==> src/rtl/alu_pkg.sv <==
`default_nettype none
// +----------------------------------------------------------------------+
// | alu_pkg : ALUOp, funct and ALU-control encodings for the EX stage     |
// | Rev 1.0                                                               |
// +----------------------------------------------------------------------+
package alu_pkg;

  // ALUOp values produced by the main decoder
  localparam logic [2:0] ALUOP_ADD   = 3'b000;
  localparam logic [2:0] ALUOP_SUB   = 3'b001;
  localparam logic [2:0] ALUOP_RTYPE = 3'b010;
  localparam logic [2:0] ALUOP_SLT   = 3'b011;
  localparam logic [2:0] ALUOP_OR    = 3'b100;
  localparam logic [2:0] ALUOP_AND   = 3'b101;

  // R-type funct field values
  localparam logic [5:0] FUNCT_ADD = 6'b100000;
  localparam logic [5:0] FUNCT_SUB = 6'b100010;
  localparam logic [5:0] FUNCT_AND = 6'b100100;
  localparam logic [5:0] FUNCT_OR  = 6'b100101;
  localparam logic [5:0] FUNCT_NOR = 6'b100111;
  localparam logic [5:0] FUNCT_SLT = 6'b101010;

  // ALU control codes
  localparam logic [3:0] ALUCTRL_AND = 4'b0000;
  localparam logic [3:0] ALUCTRL_OR  = 4'b0001;
  localparam logic [3:0] ALUCTRL_ADD = 4'b0010;
  localparam logic [3:0] ALUCTRL_SUB = 4'b0110;
  localparam logic [3:0] ALUCTRL_SLT = 4'b0111;
  localparam logic [3:0] ALUCTRL_NOR = 4'b1100;

endpackage
`default_nettype wire

==> src/rtl/alu_ctrl_dec.sv <==
`default_nettype none
// +----------------------------------------------------------------------+
// | alu_ctrl_dec : combinational ALUOp/funct to 4-bit ALU control decode  |
// | Rev 1.0                                                               |
// +----------------------------------------------------------------------+
module alu_ctrl_dec
  import alu_pkg::*;
(
  input  logic [2:0] i_alu_op,
  input  logic [5:0] i_funct,
  output logic [3:0] o_alu_ctrl
);

  logic [3:0] w_funct_ctrl;

  // Unrecognised funct values fall back to ADD
  always_comb begin
    w_funct_ctrl = ALUCTRL_ADD;
    case (i_funct)
      FUNCT_ADD: w_funct_ctrl = ALUCTRL_ADD;
      FUNCT_SUB: w_funct_ctrl = ALUCTRL_SUB;
      FUNCT_AND: w_funct_ctrl = ALUCTRL_AND;
      FUNCT_OR:  w_funct_ctrl = ALUCTRL_OR;
      FUNCT_NOR: w_funct_ctrl = ALUCTRL_NOR;
      FUNCT_SLT: w_funct_ctrl = ALUCTRL_SLT;
      default:   w_funct_ctrl = ALUCTRL_ADD;
    endcase
  end

  always_comb begin
    o_alu_ctrl = ALUCTRL_ADD;
    case (i_alu_op)
      ALUOP_ADD:   o_alu_ctrl = ALUCTRL_ADD;
      ALUOP_SUB:   o_alu_ctrl = ALUCTRL_SUB;
      ALUOP_RTYPE: o_alu_ctrl = w_funct_ctrl;
      ALUOP_SLT:   o_alu_ctrl = ALUCTRL_SLT;
      ALUOP_OR:    o_alu_ctrl = ALUCTRL_OR;
      ALUOP_AND:   o_alu_ctrl = ALUCTRL_AND;
      default:     o_alu_ctrl = ALUCTRL_ADD;
    endcase
  end

endmodule
`default_nettype wire

==> src/rtl/alu_exec_unit.sv <==
`default_nettype none
// +----------------------------------------------------------------------+
// | alu_exec_unit : EX-stage ALU, branch-target adder, registered outputs |
// | Rev 1.0                                                               |
// +----------------------------------------------------------------------+
module alu_exec_unit
  import alu_pkg::*;
#(
  parameter int WIDTH = 32
) (
  input  logic             clk_i,
  input  logic             rst_i,
  input  logic             en_i,
  input  logic [2:0]       alu_op_i,
  input  logic [5:0]       funct_i,
  input  logic [WIDTH-1:0] src1_i,
  input  logic [WIDTH-1:0] src2_i,
  input  logic [WIDTH-1:0] pc_i,
  input  logic [WIDTH-1:0] imm_i,
  output logic [WIDTH-1:0] result_o,
  output logic [1:0]       zero_o,
  output logic [WIDTH-1:0] branch_addr_o,
  output logic [3:0]       alu_ctrl_o
);

  logic [3:0]       w_alu_ctrl;
  logic [WIDTH-1:0] w_alu_result;
  logic [1:0]       w_flags;
  logic [WIDTH-1:0] w_branch_addr;
  logic             w_slt;

  logic [WIDTH-1:0] r_result;
  logic [1:0]       r_zero;
  logic [WIDTH-1:0] r_branch_addr;
  logic [3:0]       r_alu_ctrl;

  alu_ctrl_dec u_alu_ctrl_dec (
    .i_alu_op   (alu_op_i),
    .i_funct    (funct_i),
    .o_alu_ctrl (w_alu_ctrl)
  );

  assign w_slt = ($signed(src1_i) < $signed(src2_i));

  // Codes outside the supported set produce zero
  always_comb begin
    w_alu_result = '0;
    case (w_alu_ctrl)
      ALUCTRL_AND: w_alu_result = src1_i & src2_i;
      ALUCTRL_OR:  w_alu_result = src1_i | src2_i;
      ALUCTRL_ADD: w_alu_result = src1_i + src2_i;
      ALUCTRL_SUB: w_alu_result = src1_i - src2_i;
      ALUCTRL_SLT: w_alu_result = {{(WIDTH-1){1'b0}}, w_slt};
      ALUCTRL_NOR: w_alu_result = ~(src1_i | src2_i);
      default:     w_alu_result = '0;
    endcase
  end

  assign w_flags       = {w_alu_result[WIDTH-1], (w_alu_result == '0)};
  assign w_branch_addr = pc_i + {imm_i[WIDTH-3:0], 2'b00};

  always_ff @(posedge clk_i) begin
    if (!rst_i) begin
      r_result      <= '0;
      r_zero        <= 2'b00;
      r_branch_addr <= '0;
      r_alu_ctrl    <= 4'b0000;
    end else if (en_i) begin
      r_result      <= w_alu_result;
      r_zero        <= w_flags;
      r_branch_addr <= w_branch_addr;
      r_alu_ctrl    <= w_alu_ctrl;
    end
  end

  assign result_o      = r_result;
  assign zero_o        = r_zero;
  assign branch_addr_o = r_branch_addr;
  assign alu_ctrl_o    = r_alu_ctrl;

endmodule
`default_nettype wire

==> config.mk <==
export PLATFORM = sky130hd
export DESIGN_NAME = alu_exec_unit
export DESIGN_NICKNAME = d
export VERILOG_FILES = /design/src/rtl/alu_pkg.sv /design/src/rtl/alu_ctrl_dec.sv /design/src/rtl/alu_exec_unit.sv
export SDC_FILE = /design/constraint.sdc
export NUM_CORES = 1
export LEC_CHECK = 0
export CORE_MARGIN = 2
export CORE_UTILIZATION = 60
export CTS_CLUSTER_DIAMETER = 200
export DETAILED_ROUTE_END_ITERATION = 7
export DONT_BUFFER_PORTS = 1
export PLACE_DENSITY = 0.76
export SYNTH_ARGS = -nofsm -noshare
export SYNTH_HDL_FRONTEND = slang
export SYNTH_SLANG_ARGS = --single-unit
==> constraint.sdc <==
create_clock -name clk_i -period 9.6 [get_ports clk_i]
set_clock_uncertainty 0.2 [all_clocks]
set_input_delay 1.44 -clock clk_i [delete_from_list [all_inputs] [get_ports clk_i]]
set_output_delay 1.44 -clock clk_i [all_outputs]
set_load 0.03 [all_outputs]
==> results of run 1 <==
[layout make-up]
cell class / instances / area, um^2
Multi-Input combinational cell: 1015 / 7110
Fill cell: 1428 / 5640
Sequential cell: 69 / 1380
Inverter: 108 / 405
Tap cell: 188 / 235
Clock buffer: 9 / 225
Clock inverter: 5 / 53.8
Timing Repair Buffer: 6 / 45.0
[per-layer routing]
metal	up-vias	wire length (um)
met1	4183	11000
met4	0	699
met5	-	0
li1	4451	-
met3	57	2480
met2	426	12500
[flip-flops by register name (all words and copies together), names as in the netlist]
signal         count
branch_addr_o     32
result_o          32
alu_ctrl_o         4
zero_o             1
[cell usage in the layout, fill, tap and decap left out, types with 6 or more instances in the layout]
master	synthesis	final
o211ai_1	12	12
a211oi_1	45	45
xor2_1	12	12
a22o_1	13	13
a31oi_1	8	8
inv_1	107	107
nand4_1	6	6
nand3_1	19	19
o21ai_0	85	85
a222oi_1	6	6
mux2i_1	25	25
a221oi_1	6	6
a22oi_1	7	7
buf_4	3	6
a21oi_1	112	112
o21bai_1	15	15
nor3_1	23	23
clkbuf_16	0	9
and3_1	10	10
nand2b_1	20	20
nor2b_1	14	14
nor4_1	15	14
a21o_1	27	27
ha_1	126	126
o21a_1	14	14
and2_1	6	6
xnor2_1	36	36
nor2_1	141	140
nand2_1	93	93
o31ai_1	9	9
dfxtp_1	69	69
[worst max-delay path, delay by kind of cell]
kind | cells | cell delay, ps
adders and majority gates | 1 | 330
xor gates and xnor gates | 1 | 140
AOI/OAI and AO/OA | 7 | 2660
buffers and inverters | 1 | 70
and+or+nand+nor | 4 | 810
[through the flow]
| step | setup slack [ps] | hold WS (ps) | instances | cell area (um^2) |
|---|---|---|---|---|
| 2_1_floorplan | 4810 | 391 | 1259 | 9190 |
| 3_3_place_gp | 4030 | 414 | 1386 | 9180 |
| 3_5_place_dp | 4000 | 423 | 1386 | 9180 |
| 4_1_cts | 4310 | 430 | 1400 | 9450 |
| 5_1_grt | 3850 | 451 | 1400 | 9450 |
| 6_report | 4170 | 428 | 1400 | 9450 |
[power breakdown]
part | switching, mW | internal [mW]
registers | 0.0787 | 0.315
clock network | 0.115 | 0.197
logic | 0.287 | 0.191
[how the worst min path moves through the flow]
stage	endpoint	start
after floorplan	branch_addr_o[6]	branch_addr_o[6]
after CTS	branch_addr_o[3]	branch_addr_o[3]
after detailed placement	branch_addr_o[18]	branch_addr_o[18]
after global placement	branch_addr_o[3]	branch_addr_o[3]
after global routing	alu_ctrl_o[0]	alu_ctrl_o[0]
final	branch_addr_o[3]	branch_addr_o[3]
[kinds of logic after synthesis]
family                     count (synthesis)  share of synthesized area [%]
xor gates and xnor gates                  48                           4.58
muxes                                     29                           3.25
AOI/OAI and AO/OA                        432                           31.9
adders and majority gates                129                           17.8
and+or+nand+nor                          377                           19.7
buffers and inverters                    175                           7.75
DFF                                       69                           15.0
==> metrics.yaml, run 1 <==
die:
  dieArea_um2: 16300
  die_w_um: 128
  core.rowCount: 45
  start_util_pct: 60.9
  core_area_um2: 15100
  die_h_um: 128
  ios: 210
final_layout:
  antennaDiodeCount: 0
  post-route-util_pct: 62.7
  syn2layout_area_growth_pct: 2.90
  layout-drive-gt1-share_pct: 3.96
  fin_nets: 1478
worst_setup_path:
  cp-start-kind: "primary input"
  cp_max_fo: 4
  crit_type: "primary input to flip-flop"
  crit_end: "zero_o[0]"
  crit_path_cell_trace: "inv_1 > ha_1 > nor2_1 > o311ai_0 > a211oi_1 > o22ai_1 > o211ai_2 > xnor2_1 > a222oi_1 > o2111ai_1 > nor4_1 > and4_1 > nand4_1 > o32ai_2"
  rr_worst_depth: 2
  crit_arrival_ps: 5460
  regToRegEndpoint: "result_o[31]"
  endpoint_kind: "flip-flop"
  critPathMaxStageDelay_ps: 790
  critPathLaunch: "src1_i[1]"
  worstPathRequired_ps: 9630
  rrSetupSlack_ps: 8210
  r2r_start: "result_o[31]"
  cp_slowest_cell: "o311ai_0"
cts:
  cts_tree: "done"
  cts-buffers-inserted: 9
  clk_pin_slew_ps: 50
  post-cts-setup-buffers: 0
  cts_sinks: 69
  cts_resized: 0
  clockBufferDepth: 2
  cts_hold_buf: 0
  htreeDepth: 3
  clk_latency_ps: 320
  cts_root_buf: "clkbuf_16"
yosys:
  yosysTopAreaCell: "ha_1"
  synth-seq-cells: 69
  yosysSeqAreaShare_pct: 15.0
  synth_flop_cell: "dfxtp_1"
  synth-warning-count: 0
  synth_common_cells: "nor2_1 (141), ha_1 (126), a21oi_1 (112), inv_1 (107), nand2_1 (93)"
  synth_nets: 1528
  synth.cell_area_um2: 9190
  synth_edf_count: 0
  synth.distinct_cells: 82
  synth_top_area_share_pct: 17.2
  async_reset_ff_share_pct: 0
  synth.area.top_cells: "ha_1 (17%), dfxtp_1 (15%), a21oi_1 (6.1%), nor2_1 (5.8%), o21ai_0 (4.6%)"
  synth_most_common_cell: "nor2_1"
  syn_avg_cell_area_um2: 7.30
  syn_inst: 1259
hold_path:
  hold_depth: 2
  hold_path.class: "flip-flop to flip-flop"
timing:
  worst_slew_pin_slew_ps: 1070
  slew_violations: 0
  finalHoldViolations: 0
  finalCritPeriodShare_pct: 56.5
  relSlewSlack_pct: 28.3
  period_minus_slack_ps: 5430
  fmax_mhz: 184
  setup_viol: 0
  tns_ps: 0
  grt_setup_unrepaired: "false"
global_routing:
  grt_first_pass_wirelength_um: 42400
  grt_pass1_vias: 8559
  globalRouteMet2Util_pct: 54.7
  grt.total_usage_pct: 31.8
  grt_use_met1_pct: 39.5
  grt-busiest-layer: "met2"
  antenna_found_initial: 0
  grt_overflow: 0
  use_met3_pct: 7.14
  grt_max_degree: 99
outcome:
  outcome: "finished clean"
drt:
  firstDrtPassIters: 7
  wl_per_cell_um: 19.0
  drt_iter0_drc: 762
  vias_per_cell: 6.51
  final_antenna_net_count: 0
  drc: 0
  vias: 9117
  routed_wl_um: 26700
power_and_ir_drop:
  total_power_mw: 1.18
  peakVddDrop_v: 0.0000783
  power.density_nw_per_um2: 125
  p_leak_nw: 4.24
placement:
  portBuffers: 0
  dp_hpwl_um: 20700
  place_congestion: 0.954
run:
  maxCapViolations: 0
No activity file was read; power rests on OpenSTA's default activity.
==> run 2, diff against run 1 <==
- clock period: 9.6 -> 5 ns (I/O delays scaled with it)
==> run 2 against run 1 <==
Compared with the run above: highest routed layer unchanged; clock-buffer cell count grew 2; flip-flop and latch count unchanged; worst setup slack worse by 3600 ps; sequential share of layout area down 0.12 points; clock power grew 110%; via count up 0.29%; critical path type unchanged; worst hold slack worse by 100 ps; wire length is 1.1% higher.
==> metrics.yaml, run 2 (synthesis results as in run 1) <==
final_layout:
  multi_input_area_um2: 7110
  antennaDiodeCount: 0
  n_fill_cell: 1428
  syn2layout_area_growth_pct: 3.79
  mostFrequentLayoutCell: "nor2_1"
  layout.cells.non_filler: 1407
  layout-drive-gt1-share_pct: 4.43
  fin_nets: 1484
  seq_area_um2: 1380
  final_cell_mix: "nor2_1 (140), ha_1 (126), a21oi_1 (112), inv_1 (107), nand2_1 (93)"
worst_setup_path:
  crit_arrival_ps: 4450
  cp_max_fo: 4
  critPathLaunch: "src1_i[0]"
  rr_worst_depth: 2
  endpoint_kind: "flip-flop"
  worst-path-stages: 15
  r2r_start: "result_o[31]"
  cp_top_family: "compound AO/OA/AOI/OAI gates"
  rrSetupSlack_ps: 3610
  path_buf_inv: 1
  crit_path_cell_trace: "inv_1 > ha_1 > fa_1 > o21bai_4 > o211ai_2 > a2111oi_2 > o21ai_0 > a21oi_1 > nor2_1 > o211ai_1 > mux2_2 > nor3_1 > and4_1 > nand4_1 > o32ai_2"
  cp-start-kind: "primary input"
  crit_end: "zero_o[0]"
  crit_type: "primary input to flip-flop"
  critPathMaxStageDelay_ps: 460
  worstPathRequired_ps: 5040
  regToRegEndpoint: "result_o[31]"
  cp_slowest_cell: "a2111oi_2"
placement:
  portBuffers: 0
  dp.cells: 1392
  pre_cts_slack_ps: 262
  place_congestion: 0.981
  dp_hpwl_um: 21200
timing:
  fmax_mhz: 226
  finalHoldViolations: 0
  worst_slew_pin_slew_ps: 1060
  slew_violations: 0
  layout_setup_ws_ps: 584
  tns_ps: 0
  grt_setup_unrepaired: "false"
  finalCritPeriodShare_pct: 88.3
  period_minus_slack_ps: 4420
  relSlewSlack_pct: 29.0
  setup_viol: 0
die:
  dieArea_um2: 16300
  start_util_pct: 60.9
  core_area_um2: 15100
  die_h_um: 128
  ios: 210
  core.rowCount: 45
  die_w_um: 128
cts:
  clockBufferDepth: 2
  clk_pin_slew_ps: 50
  clk_latency_ps: 330
  post-cts-setup-buffers: 0
  htreeDepth: 3
  cts_root_buf: "clkbuf_16"
  cts_resized: 0
  cts_sinks: 69
  cts_tree: "done"
  cts_hold_buf: 0
  cts-buffers-inserted: 9
power_and_ir_drop:
  peakVddDrop_v: 0.000176
  power.density_nw_per_um2: 247
  p_leak_nw: 4.28
drt:
  vias: 9143
  vias_per_cell: 6.50
  final_antenna_net_count: 0
  routed_wl_um: 27000
  drc: 0
  firstDrtPassIters: 7
  wl_per_cell_um: 19.2
  drt_iter0_drc: 719
global_routing:
  grt_pass1_vias: 8418
  grt_first_pass_wirelength_um: 42100
  grt_overflow: 0
  grt.total_usage_pct: 31.8
  antenna_found_initial: 0
  grt_max_degree: 99
outcome:
  outcome: "finished clean"
hold_path:
  hold_path.class: "primary input to flip-flop"
  hold_start: "en_i"
  hold_depth: 1
run:
  maxCapViolations: 0
==> run 2: worst min path at each step <==
stage	endpoint	slack (ps)
floorplan	branch_addr_o[6]	390
global route	branch_addr_o[10]	310
CTS	branch_addr_o[10]	310
finish	branch_addr_o[10]	330
detailed placement	branch_addr_o[3]	420
global placement	branch_addr_o[3]	410
==> run 2: per-stage QoR <==
| stage | hold slack (ps) | area, um^2 | power, mW | utilization (%) |
|---|---|---|---|---|
| finish | 325 | 9540 | 2.36 | 63.2 |
| global placement | 413 | 9220 | 1.66 | 61.1 |
| floorplan | 391 | 9190 | 1.48 | - |
| global route | 310 | 9540 | 2.49 | 63.2 |
| CTS | 311 | 9540 | 2.35 | 63.2 |
| detailed placement | 421 | 9220 | 1.68 | 61.1 |
==> run 2: routing by layer <==
layer / wire [um] / vias up / track usage [%]
li1: - / 4453 / -
met1: 10800 / 4191 / 39.8
met2: 12500 / 437 / 54.2
met3: 2770 / 62 / 7.10
met4: 852 / 0 / 10.7
met5: 0 / - / 0
==> run 2: report_power, final <==
part           leakage (nW)  internal (mW)  switching [mW]
registers             0.571          0.605           0.151
clock network         0.152          0.446           0.223
logic                  3.56          0.375           0.558
==> run 2: area by class of cell <==
cell class,instances,share of cell area (%)
Clock buffer,11,2.55
Clock inverter,4,0.761
Inverter,108,4.25
Multi-Input combinational cell,1015,74.5
Sequential cell,69,14.5
Tap cell,188,2.47
Timing Repair Buffer,12,0.945
